--- src/rtl/sum_seg_display.sv ---
// Four-digit multiplexed seven-segment display for a 4-bit adder.
// Digits (right to left): sum, carry-out, operand B, operand A. The
// decimal point on the B digit shows carry-in. A snapshot of the adder
// signals is taken on load. All outputs are registered.
module sum_seg_display #(
    parameter int unsigned REFRESH_DIV = 100000
) (
    input  logic       clk,
    input  logic       reset,
    input  logic       load,
    input  logic [3:0] a,
    input  logic [3:0] b,
    input  logic       c_in,
    input  logic [3:0] sum,
    input  logic       c_out,
    output logic [3:0] an,
    output logic [6:0] seg,
    output logic       dp
);

    localparam int unsigned CntW = (REFRESH_DIV > 2) ? $clog2(REFRESH_DIV) : 1;
    localparam logic [CntW-1:0] CntMax = CntW'(REFRESH_DIV - 1);

    // Segment pattern gfedcba, low = lit.
    function automatic logic [6:0] hex7(input logic [3:0] v);
        logic [6:0] s;
        case (v)
            4'h0:    s = 7'b1000000;
            4'h1:    s = 7'b1111001;
            4'h2:    s = 7'b0100100;
            4'h3:    s = 7'b0110000;
            4'h4:    s = 7'b0011001;
            4'h5:    s = 7'b0010010;
            4'h6:    s = 7'b0000010;
            4'h7:    s = 7'b1111000;
            4'h8:    s = 7'b0000000;
            4'h9:    s = 7'b0010000;
            4'hA:    s = 7'b0001000;
            4'hB:    s = 7'b0000011;
            4'hC:    s = 7'b1000110;
            4'hD:    s = 7'b0100001;
            4'hE:    s = 7'b0000110;
            default: s = 7'b0001110;
        endcase
        return s;
    endfunction

    logic [CntW-1:0] cnt_q, cnt_d;
    logic [1:0]      idx_q, idx_d;
    logic [3:0]      a_q, b_q, sum_q;
    logic            cin_q, cout_q;
    logic [3:0]      an_q, an_d;
    logic [6:0]      seg_q, seg_d;
    logic            dp_q, dp_d;
    logic            tick;
    logic [3:0]      nib;

    // Prescaler/index next state and the display pattern for the current digit.
    always_comb begin
        tick  = (cnt_q == CntMax);
        cnt_d = tick ? '0 : cnt_q + 1'b1;
        idx_d = tick ? idx_q + 2'd1 : idx_q;

        nib = sum_q;
        case (idx_q)
            2'd0:    nib = sum_q;
            2'd1:    nib = {3'b000, cout_q};
            2'd2:    nib = b_q;
            default: nib = a_q;
        endcase

        an_d  = ~(4'b0001 << idx_q);
        seg_d = hex7(nib);
        dp_d  = ~((idx_q == 2'd2) && cin_q);
    end

    // State and output registers; reset blanks the display and dominates load.
    always_ff @(posedge clk) begin
        if (reset) begin
            cnt_q  <= '0;
            idx_q  <= 2'd0;
            a_q    <= 4'h0;
            b_q    <= 4'h0;
            sum_q  <= 4'h0;
            cin_q  <= 1'b0;
            cout_q <= 1'b0;
            an_q   <= 4'b1111;
            seg_q  <= 7'b1111111;
            dp_q   <= 1'b1;
        end else begin
            cnt_q <= cnt_d;
            idx_q <= idx_d;
            if (load) begin
                a_q    <= a;
                b_q    <= b;
                sum_q  <= sum;
                cin_q  <= c_in;
                cout_q <= c_out;
            end
            an_q  <= an_d;
            seg_q <= seg_d;
            dp_q  <= dp_d;
        end
    end

    assign an  = an_q;
    assign seg = seg_q;
    assign dp  = dp_q;

endmodule

--- config.mk ---
export PLATFORM = sky130hd
export DESIGN_NAME = sum_seg_display
export DESIGN_NICKNAME = d
export VERILOG_FILES = /design/src/rtl/sum_seg_display.sv
export SDC_FILE = /design/constraint.sdc
export NUM_CORES = 1
export LEC_CHECK = 0
export ABC_AREA = 1
export CAP_MARGIN = 20
export CELL_PAD_IN_SITES_DETAIL_PLACEMENT = 1
export CELL_PAD_IN_SITES_GLOBAL_PLACEMENT = 2
export CORE_MARGIN = 4
export CORE_UTILIZATION = 31
export DETAILED_ROUTE_END_ITERATION = 8
export PLACE_DENSITY = 0.81
export SYNTH_ARGS = -nofsm -noshare
export SYNTH_HDL_FRONTEND = slang
export SYNTH_SLANG_ARGS = --single-unit
--- constraint.sdc ---
create_clock -name clk -period 2.33 [get_ports clk]
set_input_delay 0.699 -clock clk [delete_from_list [all_inputs] [get_ports clk]]
set_output_delay 0.699 -clock clk [all_outputs]
set_load 0.1 [all_outputs]
# == Word level (Yosys, flattened, before mapping) ==
# Memories as Yosys holds them, arrays and structs flattened. A register that Yosys moved wholly into a read port is not among the register bits.
# Cells that the tools add are included.
# W data, S select, Z words.
# totals
romBits,112
output_inout_bits,12
inputBits,17
register_bits,38
word_cells,22
n_memories,1
# mem_list
name,depth,width,rd,rd_clocked_by_memory_dff,write_ports,line,rtl
(name not given),16,7,1,1,0,27,case (v)
# classes
reduce_logical,3
shifts,1
bitwise,2
n_eq_ne,3
add_sub_neg,2
n_mux,1
# ops
operator,n
$add A17 B1 Y17 const B,1
$eq A17 B17 Y1 const B,1
$pmux W4 S3,1
$not A4 Y4,1
$shl A1 B2 Y4 const A,1
$add A2 B1 Y2 const B,1
$eq A2 B1 Y1 const B,1
$eq A2 B2 Y1 const B,1
$logic_not A2 Y1,1
$reduce_or A2 Y1,1
$logic_and A1 B1 Y1,1
$not A1 Y1,1

# == Depth between registers and ports, before layout ==
# logic_depth
ltp_word,3
depth_mapped,11
depth_no_buf,11

# == Least setup slack after synthesis ==
# OpenSTA, ideal clock, no wires.
# synth_path
path_kind,reg2reg
start,reg idx_q[0]
end,reg seg_q[3] (netlist: seg[3])
t_required_ns,2.205
n_path_buf,0
path_stages_with_launch,12
setup_slack_ns,0.583
arrival_time_ns,1.622
period_less_slack_ns,1.747
setup_ns,0.125
path_cell_list,dfxtp_1 inv_1 ha_1 a21oi_1 nand3_1 nand2_1 inv_1 ha_1 nand3_1 nand3_1 nand2_1 nand2_1
# synth_between
elab_chain_len,2
word_cells_on_any_way,4
# synth_rtl
element,line,rtl
from (decl),49,"logic [1:0] idx_q, idx_d;"
from (signal assigned),92,idx_q <= idx_d;
$eq A2 B2 Y1 (tied with other cells),65,case (idx_q)
$pmux W4 S3 (*),65,
to (decl),53,"logic [6:0] seg_q, seg_d;"
# Mark *: on every way between the ends. The rest lies on a longest branch, timed or not.
# A chain may end at the register's enable or synchronous reset.

# == Worst setup path in the final report ==
# layout_path
start,reg idx_q[0]
end,reg seg_q[5] (netlist: seg[5])
# The elaborated chain is that of the path after synthesis.

==> impl_metrics.csv <==
group,metric,value,unit
setup_path,worstPathRequired,2.52,ns
synth,yosys-top-cells-count,"nand2_1, nor2_1, dfxtp_1",
power,peakVddDrop,0.0002256,V
finish,area_delta_synth_final,20.75,%
sta,fin_crit_sh,83.89,%
clock_tree,root_buffer,"clkbuf_8",
routing,ant_nets,0,
synth,postSynthCellCount,291,
synth,syn_avg_cell_area,7.357,um^2
synth,synth-edff-count,0,
sta,fmax,511.6,MHz
flow_run,max_cap_violations,0,
synth,synth_area_leader_cell,"dfxtp_1",
grt,grt_overflow_total,0,
synth,yosysWarningCount,0,
power,power_density,616.0,nW/um^2
outcome,outcome,"complete, no violations",
floorplanning,row_count,30,
worst_hold_path,hp-class,"reg -> reg",
floorplanning,io_pins,29,
sta,setup-violations-final,0,
finish,nFillCells,853,
clock_tree,clk_path_buf_depth,2,
synth,synthArstFlopShare,0,%
grt,grt_pass1_vias,2042,
setup_path,cp-end-kind,"flop",
synth,synth_area,2141,um^2
sta,finalHoldViolCount,0,
clock_tree,path_clk_slew,0.09,ns
placement,gp_congestion,0.7362,
placement,numPortBuffers,28,
sta,worst_pin_slew,0.4499,ns
routing,drcViolationCount,0,
grt,grtUsageTotal,13.67,%
synth,seq_area_frac_synth,42.08,%
synth,synth_top_area_share,42.08,%
grt,grt_max_degree,19,
clock_tree,clk_latency,0.30,ns
sta,finalSetupTns,0,ns
floorplanning,dieArea,8299,um^2
floorplanning,core,6756,um^2
clock_tree,numCtsBuffers,5,
power,power,1592,uW
synth,ys.flop_type,"dfxtp_1",
sta,finalMaxSlewViolations,0,
sta,clock_skew,0.009015,ns
grt,grt_pass1_wl,9.321,mm
clock_tree,postCtsHoldBufs,0,
grt,antenna_found_initial,0,
routing,vias,1911,
finish,final_core_util,38.26,%
synth,netlist_top_cells_area,"dfxtp_1, nand2_1, nor2_1",
routing,wirelength,5.187,mm
finish,drive_gt1_share,12.00,%
sta,rsz0062_at_grt,"no",
sta,fin_hold_ws,0.4176,ns
routing,detail_route.wl_per_cell,12.81,um
sta,slew_headroom,69.97,%
routing,vias_per_cell,4.719,
clock_tree,htree_levels,2,
finish,diodes,0,
routing,firstDrtPassIters,4,
synth,synth_cell_types,29,
synth,yosysMostFrequentCell,"nand2_1",
floorplanning,start_util,31.69,%
synth,synth_seq_cells,45,
setup_path,critPathKind,"reg -> reg",
setup_path,cp_max_fo,6,
synth,syn_nets,320,
power,leakagePower,0.001041,uW
floorplanning,die_height,91.10,um
finish,fin_nets,353,
placement,dp_hpwl,3.941,mm
routing,drtIter0Drc,52,
sta,period_needed,1.955,ns
setup_path,arrival,2.15,ns
clock_tree,cts_tree,"built",
floorplanning,die_x,91.10,um
setup_path,startpoint_type,"flop",
clock_tree,cts_sinks,45,
==> layout by cell type, fill, tap and decap left out, types with 2 or more instances in the layout <==
| master | count |
|---|---|
| a21oi_1 | 12 |
| buf_4 | 15 |
| clkbuf_8 | 6 |
| clkdlybuf4s50_1 | 16 |
| dfxtp_1 | 44 |
| ha_1 | 12 |
| inv_1 | 23 |
| inv_2 | 2 |
| nand2_1 | 62 |
| nand2_2 | 2 |
| nand2_4 | 2 |
| nand3_1 | 21 |
| nand3_2 | 3 |
| nand4_1 | 7 |
| nor2_1 | 57 |
| nor2_2 | 2 |
| nor2_4 | 2 |
| nor3_1 | 2 |
| o21ai_0 | 16 |
| xnor2_1 | 3 |
| xor2_1 | 4 |
==> state kept, by name, summed over array words and instances, names as in the netlist <==
| name | count |
|---|---|
| a_q | 4 |
| an | 4 |
| dp | 1 |
| cnt_q | 17 |
| sum_q | 4 |
| cout_q | 1 |
| b_q | 4 |
| seg | 7 |
| cin_q | 1 |
| idx_q | 2 |
==> critical path, cell delays in order, from the launching register on <==
cell	delay (ns)
dfxtp_2	0.39
inv_1	0.07
ha_1	0.28
a21oi_1	0.18
nand3_1	0.10
nand2_1	0.18
inv_1	0.09
ha_1	0.20
nand3_1	0.13
o21ai_1	0.10
nand2_1	0.07
nand2_1	0.05
==> logic make-up (layout without fill, tap and decap cells) <==
group                    Yosys count  count (layout)  share of synthesized area, %
XOR/XNOR                           7               7                         2.864
flip-flops                        45              45                         42.08
AND/OR/NAND/NOR                  165             165                         34.78
buffers and inverters             31              65                         5.786
adder cells (fa/ha/maj)           12              12                         7.013
AO/OA/AOI/OAI                     31              31                         7.481
==> final cells by class <==
type	instances	area (um^2)	area share (%)
clock buffer	6	82.58	3.195
sequential	45	902.1	34.90
timing repair buffer	31	272.8	10.55
tap	80	100.1	3.872
multi-input combinational	215	1116	43.18
inverter	26	97.59	3.775
clock inverter	2	13.76	0.5324
==> what timing repair did <==
item                       4_1_cts  5_1_grt
buffers inserted                 0        0
setup endpoints to repair        0        1
gates resized for setup          0        1
==> worst paths after layout <==
path	start	to	slack, ns	cells after the start
worst min register to register	cin_q$_SDFFE_PP0P_	dp$_SDFF_PP1_	0.42	1
worst min-delay path	cin_q$_SDFFE_PP0P_	dp$_SDFF_PP1_	0.42	1
worst max register to register	idx_q[0]$_SDFFE_PP0N_	seg[5]$_SDFF_PP1_	0.38	11
worst max-delay path	idx_q[0]$_SDFFE_PP0N_	seg[5]$_SDFF_PP1_	0.38	11
==> stage by stage <==
step,setup WS (ns),instances,area [um^2]
after floorplan,0.5826,291,2141
after global placement,0.3717,397,2487
after detailed placement,0.2953,397,2487
after CTS,0.2564,405,2584
after global routing,0.1034,405,2585
final,0.3755,405,2585
==> layer usage <==
layer  global-route usage, %  wire length, um  vias to the layer above
li1                        -                -                      990
met2                   24.65             2554                       26
met5                       0                0                        -
met1                   15.80             2358                      883
met4                   4.523               95                        0
met3                   3.148              179                       12
==> power breakdown <==
part / total [uW] / switching (uW) / internal, uW
clock network: 521 / 280 / 241
logic: 254 / 177 / 77.4
registers: 818 / 15.2 / 802
total: 1590 / 472 / 1120
Note: power is estimated with default switching activity, not from simulation.
